$ cat src/rtl/cam_apb_pkg.sv
// Shared constants for the OV5640 camera APB register bank.
package cam_apb_pkg;

    // Register offsets (byte addresses, word aligned)
    localparam logic [31:0] OFF_CTRL       = 32'h00;
    localparam logic [31:0] OFF_STATUS     = 32'h04;
    localparam logic [31:0] OFF_SCCB_CMD   = 32'h08;
    localparam logic [31:0] OFF_SCCB_RDATA = 32'h0C;
    localparam logic [31:0] OFF_FRAME_CNT  = 32'h10;
    localparam logic [31:0] OFF_ID         = 32'h14;

    // CTRL bits
    localparam int unsigned CTRL_PWDN    = 0;
    localparam int unsigned CTRL_CAM_RST = 1;
    localparam int unsigned CTRL_IRQ_EN  = 2;

    // STATUS bits
    localparam int unsigned ST_BUSY  = 0;
    localparam int unsigned ST_ERR   = 1;
    localparam int unsigned ST_FRAME = 2;

    // SCCB_CMD fields
    localparam int unsigned CMD_RD        = 24;
    localparam int unsigned CMD_ADDR_LSB  = 8;
    localparam int unsigned CMD_WDATA_LSB = 0;

    typedef enum logic {
        S_IDLE = 1'b0,
        S_BUSY = 1'b1
    } sccb_state_t;

endpackage

$ cat src/rtl/cam_sccb_cmd_if.sv
// Single-outstanding-command handshake towards the SCCB master:
// command latch, req/done FSM, read-data capture and NACK error flag.
module cam_sccb_cmd_if
    import cam_apb_pkg::*;
(
    input  logic        clk,
    input  logic        rst,
    input  logic        cmd_wr,
    input  logic [24:0] cmd_data,
    input  logic        err_clr,
    input  logic        done,
    input  logic [7:0]  rdata_in,
    input  logic        nack,
    output logic        busy,
    output logic        err,
    output logic [7:0]  rdata,
    output logic        req,
    output logic        rd,
    output logic [15:0] addr,
    output logic [7:0]  wdata
);

    sccb_state_t state, state_nxt;

    // State register
    always_ff @(posedge clk) begin
        if (rst) state <= S_IDLE;
        else     state <= state_nxt;
    end

    // Next state and handshake outputs; req stays up until done
    always_comb begin
        state_nxt = state;
        req       = 1'b0;
        busy      = 1'b0;
        case (state)
            S_IDLE: if (cmd_wr) state_nxt = S_BUSY;
            S_BUSY: begin
                req  = 1'b1;
                busy = 1'b1;
                if (done) state_nxt = S_IDLE;
            end
            default: state_nxt = S_IDLE;
        endcase
    end

    // Command latch: only loaded from idle, so outputs stay stable while busy
    always_ff @(posedge clk) begin
        if (rst) begin
            rd    <= 1'b0;
            addr  <= '0;
            wdata <= '0;
        end else if (cmd_wr && state == S_IDLE) begin
            rd    <= cmd_data[CMD_RD];
            addr  <= cmd_data[CMD_ADDR_LSB +: 16];
            wdata <= cmd_data[CMD_WDATA_LSB +: 8];
        end
    end

    // Read data captured on completion of a read command
    always_ff @(posedge clk) begin
        if (rst)                      rdata <= '0;
        else if (busy && done && rd)  rdata <= rdata_in;
    end

    // NACK error flag; a new NACK beats a simultaneous W1C
    always_ff @(posedge clk) begin
        if (rst)                       err <= 1'b0;
        else if (busy && done && nack) err <= 1'b1;
        else if (err_clr)              err <= 1'b0;
    end

endmodule

$ cat src/rtl/cam_apb_ctrl_regs.sv
// APB register bank for one OV5640 camera port: control, frame counter
// with interrupt, and the SCCB command interface.
module cam_apb_ctrl_regs
    import cam_apb_pkg::*;
#(
    parameter int unsigned ADDR_WIDTH  = 8,
    parameter int unsigned WAIT_CYCLES = 0,
    parameter logic [31:0] ID_VALUE    = 32'h0564_0001
) (
    input  logic                  pclk_i,
    input  logic                  prst_i,
    input  logic                  psel_i,
    input  logic                  penable_i,
    input  logic                  pwrite_i,
    input  logic [ADDR_WIDTH-1:0] paddr_i,
    input  logic [31:0]           pwdata_i,
    output logic [31:0]           prdata_o,
    output logic                  pready_o,
    output logic                  pslverr_o,
    input  logic                  cam_vsync_i,
    output logic                  cam_pwdn_o,
    output logic                  cam_rst_o,
    output logic                  irq_o,
    output logic                  sccb_req_o,
    output logic                  sccb_rd_o,
    output logic [15:0]           sccb_addr_o,
    output logic [7:0]            sccb_wdata_o,
    input  logic                  sccb_done_i,
    input  logic [7:0]            sccb_rdata_i,
    input  logic                  sccb_nack_i
);

    localparam logic [3:0] WAIT_LAST = 4'(WAIT_CYCLES);

    logic        access;
    logic [3:0]  wcnt;
    logic [31:0] off;
    logic [31:0] rd_mux;
    logic        dec_err;
    logic        wr_en;
    logic        ctrl_wr, status_wr, cmd_wr, fcnt_wr;
    logic        pwdn, cam_rst, irq_en;
    logic        busy, sccb_err, frame_irq;
    logic [7:0]  sccb_rdata;
    logic        vsync_q, vsync_rise;
    logic [31:0] frame_cnt;
    logic        unused_bits;

    assign access      = psel_i & penable_i;
    assign off         = 32'({paddr_i[ADDR_WIDTH-1:2], 2'b00});
    assign unused_bits = ^{pwdata_i[31:25], paddr_i[1:0]};

    // Access-phase wait counter, parked at WAIT_LAST while the access lasts
    always_ff @(posedge pclk_i) begin
        if (prst_i || !access)      wcnt <= '0;
        else if (wcnt != WAIT_LAST) wcnt <= wcnt + 4'd1;
    end

    assign pready_o = access && (wcnt == WAIT_LAST);

    // Address decode: read mux and error detection
    always_comb begin
        rd_mux  = '0;
        dec_err = 1'b0;
        case (off)
            OFF_CTRL: begin
                rd_mux[CTRL_PWDN]    = pwdn;
                rd_mux[CTRL_CAM_RST] = cam_rst;
                rd_mux[CTRL_IRQ_EN]  = irq_en;
            end
            OFF_STATUS: begin
                rd_mux[ST_BUSY]  = busy;
                rd_mux[ST_ERR]   = sccb_err;
                rd_mux[ST_FRAME] = frame_irq;
            end
            OFF_SCCB_CMD: begin
                rd_mux  = {7'd0, sccb_rd_o, sccb_addr_o, sccb_wdata_o};
                dec_err = pwrite_i & busy;
            end
            OFF_SCCB_RDATA: begin
                rd_mux  = {24'd0, sccb_rdata};
                dec_err = pwrite_i;
            end
            OFF_FRAME_CNT: rd_mux = frame_cnt;
            OFF_ID: begin
                rd_mux  = ID_VALUE;
                dec_err = pwrite_i;
            end
            default: dec_err = 1'b1;
        endcase
    end

    assign pslverr_o = pready_o & dec_err;
    assign prdata_o  = (pready_o && !pwrite_i && !dec_err) ? rd_mux : 32'd0;

    assign wr_en     = pready_o & pwrite_i & ~dec_err;
    assign ctrl_wr   = wr_en && (off == OFF_CTRL);
    assign status_wr = wr_en && (off == OFF_STATUS);
    assign cmd_wr    = wr_en && (off == OFF_SCCB_CMD);
    assign fcnt_wr   = wr_en && (off == OFF_FRAME_CNT);

    // CTRL register; camera held powered down and in reset out of reset
    always_ff @(posedge pclk_i) begin
        if (prst_i) begin
            pwdn    <= 1'b1;
            cam_rst <= 1'b1;
            irq_en  <= 1'b0;
        end else if (ctrl_wr) begin
            pwdn    <= pwdata_i[CTRL_PWDN];
            cam_rst <= pwdata_i[CTRL_CAM_RST];
            irq_en  <= pwdata_i[CTRL_IRQ_EN];
        end
    end

    assign cam_pwdn_o = pwdn;
    assign cam_rst_o  = cam_rst;

    assign vsync_rise = cam_vsync_i & ~vsync_q;

    // VSYNC edge detect, frame counter (clear beats increment), frame flag (set beats W1C)
    always_ff @(posedge pclk_i) begin
        if (prst_i) begin
            vsync_q   <= 1'b0;
            frame_cnt <= '0;
            frame_irq <= 1'b0;
        end else begin
            vsync_q <= cam_vsync_i;
            if (fcnt_wr)         frame_cnt <= '0;
            else if (vsync_rise) frame_cnt <= frame_cnt + 32'd1;
            if (vsync_rise)                         frame_irq <= 1'b1;
            else if (status_wr && pwdata_i[ST_FRAME]) frame_irq <= 1'b0;
        end
    end

    // Registered interrupt output
    always_ff @(posedge pclk_i) begin
        if (prst_i) irq_o <= 1'b0;
        else        irq_o <= frame_irq & irq_en;
    end

    cam_sccb_cmd_if u_sccb (
        .clk      (pclk_i),
        .rst      (prst_i),
        .cmd_wr   (cmd_wr),
        .cmd_data (pwdata_i[24:0]),
        .err_clr  (status_wr & pwdata_i[ST_ERR]),
        .done     (sccb_done_i),
        .rdata_in (sccb_rdata_i),
        .nack     (sccb_nack_i),
        .busy     (busy),
        .err      (sccb_err),
        .rdata    (sccb_rdata),
        .req      (sccb_req_o),
        .rd       (sccb_rd_o),
        .addr     (sccb_addr_o),
        .wdata    (sccb_wdata_o)
    );

endmodule

$ cat config.mk
export PLATFORM = sky130hd
export DESIGN_NAME = cam_apb_ctrl_regs
export DESIGN_NICKNAME = d
export VERILOG_FILES = /design/src/rtl/cam_apb_pkg.sv /design/src/rtl/cam_sccb_cmd_if.sv /design/src/rtl/cam_apb_ctrl_regs.sv
export SDC_FILE = /design/constraint.sdc
export NUM_CORES = 1
export LEC_CHECK = 0
export ABC_AREA = 1
export BUFFER_PORTS_ARGS = -buffer_cell sky130_fd_sc_hd__buf_2
export CAP_MARGIN = 5
export CORE_ASPECT_RATIO = 1.1
export CORE_MARGIN = 4
export CORE_UTILIZATION = 41
export CTS_CLUSTER_SIZE = 28
export DETAILED_ROUTE_END_ITERATION = 8
export PLACE_DENSITY = 0.7
export RECOVER_POWER = 25
export SYNTH_ARGS = -nofsm -noshare
export SYNTH_HDL_FRONTEND = slang
export SYNTH_SLANG_ARGS = --single-unit
$ cat constraint.sdc
create_clock -name pclk_i -period 2.1 [get_ports pclk_i]
set_clock_uncertainty 0.15 [all_clocks]
set_input_delay 0.105 -clock pclk_i [delete_from_list [all_inputs] [get_ports pclk_i]]
set_output_delay 0.105 -clock pclk_i [all_outputs]
set_load 0.05 [all_outputs]
; ---- Yosys cells after proc, flatten, opt, wreduce, memory -nomap -nowiden
; Cells that the tools add are included.
[word_totals]
elab_cells = 68
ff_bits = 77
in_bits = 56
out_inout_bits = 63
[op_classes]
n_reduce_logical = 24
n_addsub = 2
muxes = 12
bitwise = 11
n_eq_ne = 5
[op_table]
columns = operator, n
row1 = 29-bit one-hot mux with 4 select lines, 1
row2 = 32-bit by 1-bit adder with 32-bit output (second input constant), 1
row3 = 32-bit logical NOT, 1
row4 = 32-bit 2-to-1 mux, 1
row5 = 3-bit one-hot mux with 6 select lines, 1
row6 = 6-bit by 2-bit == test with 1-bit output (second input constant), 2
row7 = 6-bit by 3-bit == test with 1-bit output (second input constant), 2
row8 = 1-bit logical AND, 12
row9 = 1-bit AND, 8
row10 = 1-bit 2-to-1 mux, 7
row11 = 6-bit by 1-bit == test with 1-bit output (second input constant), 1
row12 = 4-bit by 1-bit adder with 4-bit output (second input constant), 1
row13 = 4-bit logical NOT, 1
row14 = 2-bit nonzero test, 2
row15 = 4-bit nonzero test, 1
row16 = 2-bit OR reduction, 2
row17 = 1-bit logical NOT, 3
row18 = 1-bit inverter, 3
row19 = 1-bit one-hot mux with 3 select lines, 1
row20 = 3-bit OR reduction, 1
row21 = 1-bit one-hot mux with 2 select lines, 1
row22 = 1-bit logical OR, 1

; ---- Depth between registers and ports, before layout
[depth]
word_depth = 9
ltp_mapped = 13
ltp_nobuf = 13

; ---- Cells and area by module
; Synthesis repeated with hierarchy kept, for this count alone.
[unflattened]
cells_unflattened = 733
area_unflattened_um2 = 4484.3
[by_module_without_submodules]
columns = mod, instances, cells_per_inst, area_per_inst_um2, seq_area_each_um2
row1 = cam_apb_ctrl_regs, 1, 511, 3050.4, 840.8
row2 = cam_sccb_cmd_if, 1, 222, 1433.9, 700.7

; ---- Worst setup path after synthesis
; OpenSTA, ideal clock, no wires.
[synth_timing]
path_kind = register to output
from = register wcnt[0]
to = output port prdata_o[14]
path_stages_with_launch = 10
arrival_time_ns = 2.758
path_slack_ns = -0.913
required_time_ns = 1.845
path_buffers = 1
cell_sequence = dfxtp_1 > inv_1 > ha_1 > nand2_1 > nor3_4 > inv_2 > nor2_2 > nand2_1 > clkbuf_1 > o21ai_0
[synth_between]
elab_chain_cells = 5
[synth_rtl]
columns = item, line
row1 = from (decl), cam_apb_ctrl_regs.sv:36  ; logic [3:0] wcnt;
row2 = from (signal assigned), cam_apb_ctrl_regs.sv:56  ; else if (wcnt != WAIT_LAST) wcnt <= wcnt + 4'd1;
row3 = 4-bit logical NOT, cam_apb_ctrl_regs.sv:59  ; assign pready_o = access && (wcnt == WAIT_LAST);
row4 = 1-bit logical AND, cam_apb_ctrl_regs.sv:59
row5 = via pready_o, cam_apb_ctrl_regs.sv:18  ; output logic pready_o,
row6 = 1-bit logical AND (2 in series), cam_apb_ctrl_regs.sv:94  ; assign prdata_o = (pready_o && !pwrite_i && !dec_err) ? rd_mux : 32'd0;
row7 = 32-bit 2-to-1 mux, cam_apb_ctrl_regs.sv:94
row8 = to (decl), cam_apb_ctrl_regs.sv:17  ; output logic [31:0] prdata_o,
; The timed path passes the listed nets, and every way through them passes these cells.

; ---- Worst setup path after layout
[layout_timing]
from = register wcnt[1]
to = output port prdata_o[6]
[layout_between]
elab_chain_cells = 5
[layout_rtl]
columns = item, line
row1 = 4-bit logical NOT, cam_apb_ctrl_regs.sv:59
row2 = 1-bit logical AND, cam_apb_ctrl_regs.sv:59
row3 = 1-bit logical AND (2 in series), cam_apb_ctrl_regs.sv:94
row4 = 32-bit 2-to-1 mux, cam_apb_ctrl_regs.sv:94
; Every way passes these cells.

==> reports/summary.txt <==
Clock transition at the registers of the reported paths = 0.08 ns
DRT antenna net count = 0
Post-synthesis cell area = 4140 um^2
Via count of the first global-routing pass = 4,768
Cell taking the most area after synthesis = dfxtp_1
Metal1 wirelength = 6140 um
Sw power = 0.736 mW
Combinational power share = 8.8%
# setup viols final = 32
Critical path data arrival time = 2.11 ns
Root Buffer = clkbuf_8
Slew headroom = 55.6%
First-pass GRT wire length = 22,700 um
Most frequent cells in the layout = 127 x nand2_1, 97 x nor2_1, 75 x dfxtp_1
Worst-Margin Slew = 0.669 ns
Max-cap violation count = 0
Post-Place Worst Slack = -0.102 ns
Core Area = 9890 um^2
Clock power share = 42.1%
Drt first pass iters = 4
CP required = 1.85 ns
Status = complete, but fails checks
Largest cells by area after synthesis = dfxtp_1 37%, nand2_1 12%, nor2_1 9.0%, inv_1 5.7%, nand3_1 4.8%
Most common cell after layout, fill and taps aside = nand2_1
Max-slew violation count = 0
Non-filler instance count after layout = 927
FF-to-FF End = u_sccb.addr[7]$_SDFFE_PP0P_
CTS tree = done
CP endpoint kind = output port
Worst Hold Class = in2reg
Kind of critical path = reg2out
Antenna violations before repair = 0
DRC violations left = 0
Met2 WL = 7690 um
Reg power frac = 49.1%
PnR worst setup slack = -0.266 ns
Nets = 861
Worst Setup SP = wcnt[1]$_SDFFE_PP0P_
Internal = 2.25 mW
# clock sinks = 77
Leakage = 2.49 nW
DR vias/cell = 5.25
Switching share of power = 24.6%
Die width = 104 um
Wirelength, routed = 15,000 um
FF+latch count, synth = 77
Min Tclk post-route = 2.37 ns
Hpwl dp = 9950 um
Ys Warns = 0
Final period util = 113%
Mapped Nets = 675
Maximum vdd drop = 0.353 mV
GPL Wtd Cong = 0.878
Starting density of the core = 41.9%
Die ar. = 11,800 um^2
Final hold violations = 0
H-tree Lvls = 3
Later-pin clock latency in the skew report = 0.38 ns
Largest net degree at the start of global routing = 36
Count of cell types in the netlist = 42
FF-to-FF Start = wcnt[1]$_SDFFE_PP0P_
Post-synth top area share = 37.2%
Met3 wire length = 685 um
Cells on worst reg2reg path = 13
Area Growth Syn to Fin = 60.3%
F_max = 0.423 GHz
Overall power = 2.99 mW
# placed instances = 849
Avg Cell Area, Syn = 6.73 um^2
Pwr dens = 450 nW/um^2
Setup slack, reg-to-reg = 0.05 ns
Crit-path max FO = 6
Die Y-Extent = 113 um
Crit start category = register
Crit path to = prdata_o[6]
Via count = 4,865
Drt initial violations = 287
Floorplan row count = 38
Ant diodes = 0
Post-Synthesis Cells = 616
I/O Buffers = 109
IO Pins = 119
RSZ-0062 raised after global routing = yes
Sequential area share after synthesis = 37.2%
Bufs on Longest Clock Path = 2
Grt ovf = 0
CTS Buf Count = 9
Wire per inst = 16.2 um
Failing checks = setup timing
Layout cells sized above 1 = 29.2%
Uppermost layer routed = met4
Total GRT Usage = 23.7%
## worst min path at each step
stage | startpoint | to | slack (ns) | depth (start not counted)
after floorplan | cam_vsync_i | vsync_q$_SDFF_PP0_ | 0.06 | 2
after detailed placement | cam_vsync_i | vsync_q$_SDFF_PP0_ | 0.19 | 3
after CTS | psel_i | wcnt[1]$_SDFFE_PP0P_ | 0.04 | 5
after global routing | psel_i | wcnt[0]$_SDFFE_PP0P_ | 0.08 | 4
final | psel_i | wcnt[1]$_SDFFE_PP0P_ | 0.04 | 5
after global placement | cam_vsync_i | vsync_q$_SDFF_PP0_ | 0.18 | 3
## state kept, by name (all words and copies together) (netlist names)
| name | count |
|---|---|
| frame_cnt | 32 |
| u_sccb.addr | 16 |
| u_sccb.rdata | 8 |
| u_sccb.wdata | 8 |
| wcnt | 4 |
| cam_pwdn_o | 1 |
| cam_rst_o | 1 |
| frame_irq | 1 |
| irq_en | 1 |
| irq_o | 1 |
| u_sccb.err | 1 |
| u_sccb.rd | 1 |
| u_sccb.state | 1 |
| vsync_q | 1 |
## layout make-up
type	count	area, um^2
fillers	786	3250
multi-input cells	453	2880
repair buffers	193	1570
flip-flops and latches	77	1540
inverters	68	289
well taps	120	150
clock buffers	9	124
clock inverters	7	90.1
## stage by stage
step	hold slack [ns]	utilization [%]	cell area, um^2	TNS, ns
CTS	0.0429	65.1	6430	-4.42
finish	0.0438	67.2	6640	-6.14
floorplan	0.0620	-	4600	-8.13
detailed placement	0.191	54.0	5350	-0.719
global route	0.0773	67.2	6640	-7.90
global placement	0.178	54.0	5350	-0.186
## power by group through the flow
stage          combinational [mW]  sequential (mW)  clock (mW)
2_1_floorplan              0.0986             1.50           0
3_3_place_gp                0.177             1.50           0
3_5_place_dp                0.180             1.50           0
4_1_cts                     0.250             1.47        1.26
5_1_grt                     0.283             1.47        1.33
6_report                    0.263             1.47        1.26
## per-layer routing
metal | global-route usage [%] | vias up
li1 | - | 2376
met1 | 28.4 | 2283
met2 | 42.9 | 168
met3 | 3.74 | 38
met4 | 9.13 | 0
met5 | 0 | -
## critical path, cell delays in order, from the launching register on
cell      delay [ns]
dfxtp_2         0.34
inv_2           0.08
ha_4            0.13
nand2_4         0.05
nor3_4          0.14
inv_2           0.07
nor2_4          0.11
buf_6           0.13
nand2_8         0.06
clkinv_8        0.07
o31ai_4         0.08
buf_12          0.16
a31oi_4         0.15
buf_6           0.18
## what timing repair did
| action | CTS | global route |
|---|---|---|
| setup buffers | 15 | 6 |
| hold buffers | 39 | 0 |
| cloned | 1 | 1 |
| setup endpoints to repair | 32 | 61 |
| hold endpoints to repair | 41 | 0 |
| pin swaps | 5 | 1 |
| resized for setup | 88 | 33 |
## Yosys cell counts
cell / n
a21boi_0: 1
a21oi_1: 34
a22oi_1: 6
a31oi_1: 8
and2_2: 1
and3_1: 3
buf_1: 1
buf_2: 4
buf_4: 4
buf_6: 2
clkbuf_1: 8
clkinv_2: 1
clkinv_4: 1
dfxtp_1: 77
ha_1: 3
inv_1: 63
inv_2: 3
nand2_1: 131
nand2_2: 3
nand2_4: 1
nand3_1: 40
nand3_2: 4
nand3_4: 1
nand3b_1: 2
nand4_1: 6
nor2_1: 99
nor2_2: 6
nor2_4: 2
nor2_8: 1
nor3_1: 21
nor3_2: 3
nor3_4: 1
nor3b_1: 4
nor4_1: 1
o21a_1: 1
o21ai_0: 25
o21ai_1: 24
o22ai_1: 2
o31ai_1: 1
o31ai_2: 1
xnor2_1: 3
xor2_1: 13
## cells by family after synthesis
logic type                 count (synthesis)  share of synthesized area [%]
DFF                                       77                           37.2
xor gates and xnor gates                  16                           3.38
adders and majority gates                  3                          0.906
buffers and inverters                     87                           8.88
and+or+nand+nor                          330                           36.2
AOI/OAI and AO/OA                        103                           13.5
No activity file was read; power rests on OpenSTA's default activity.
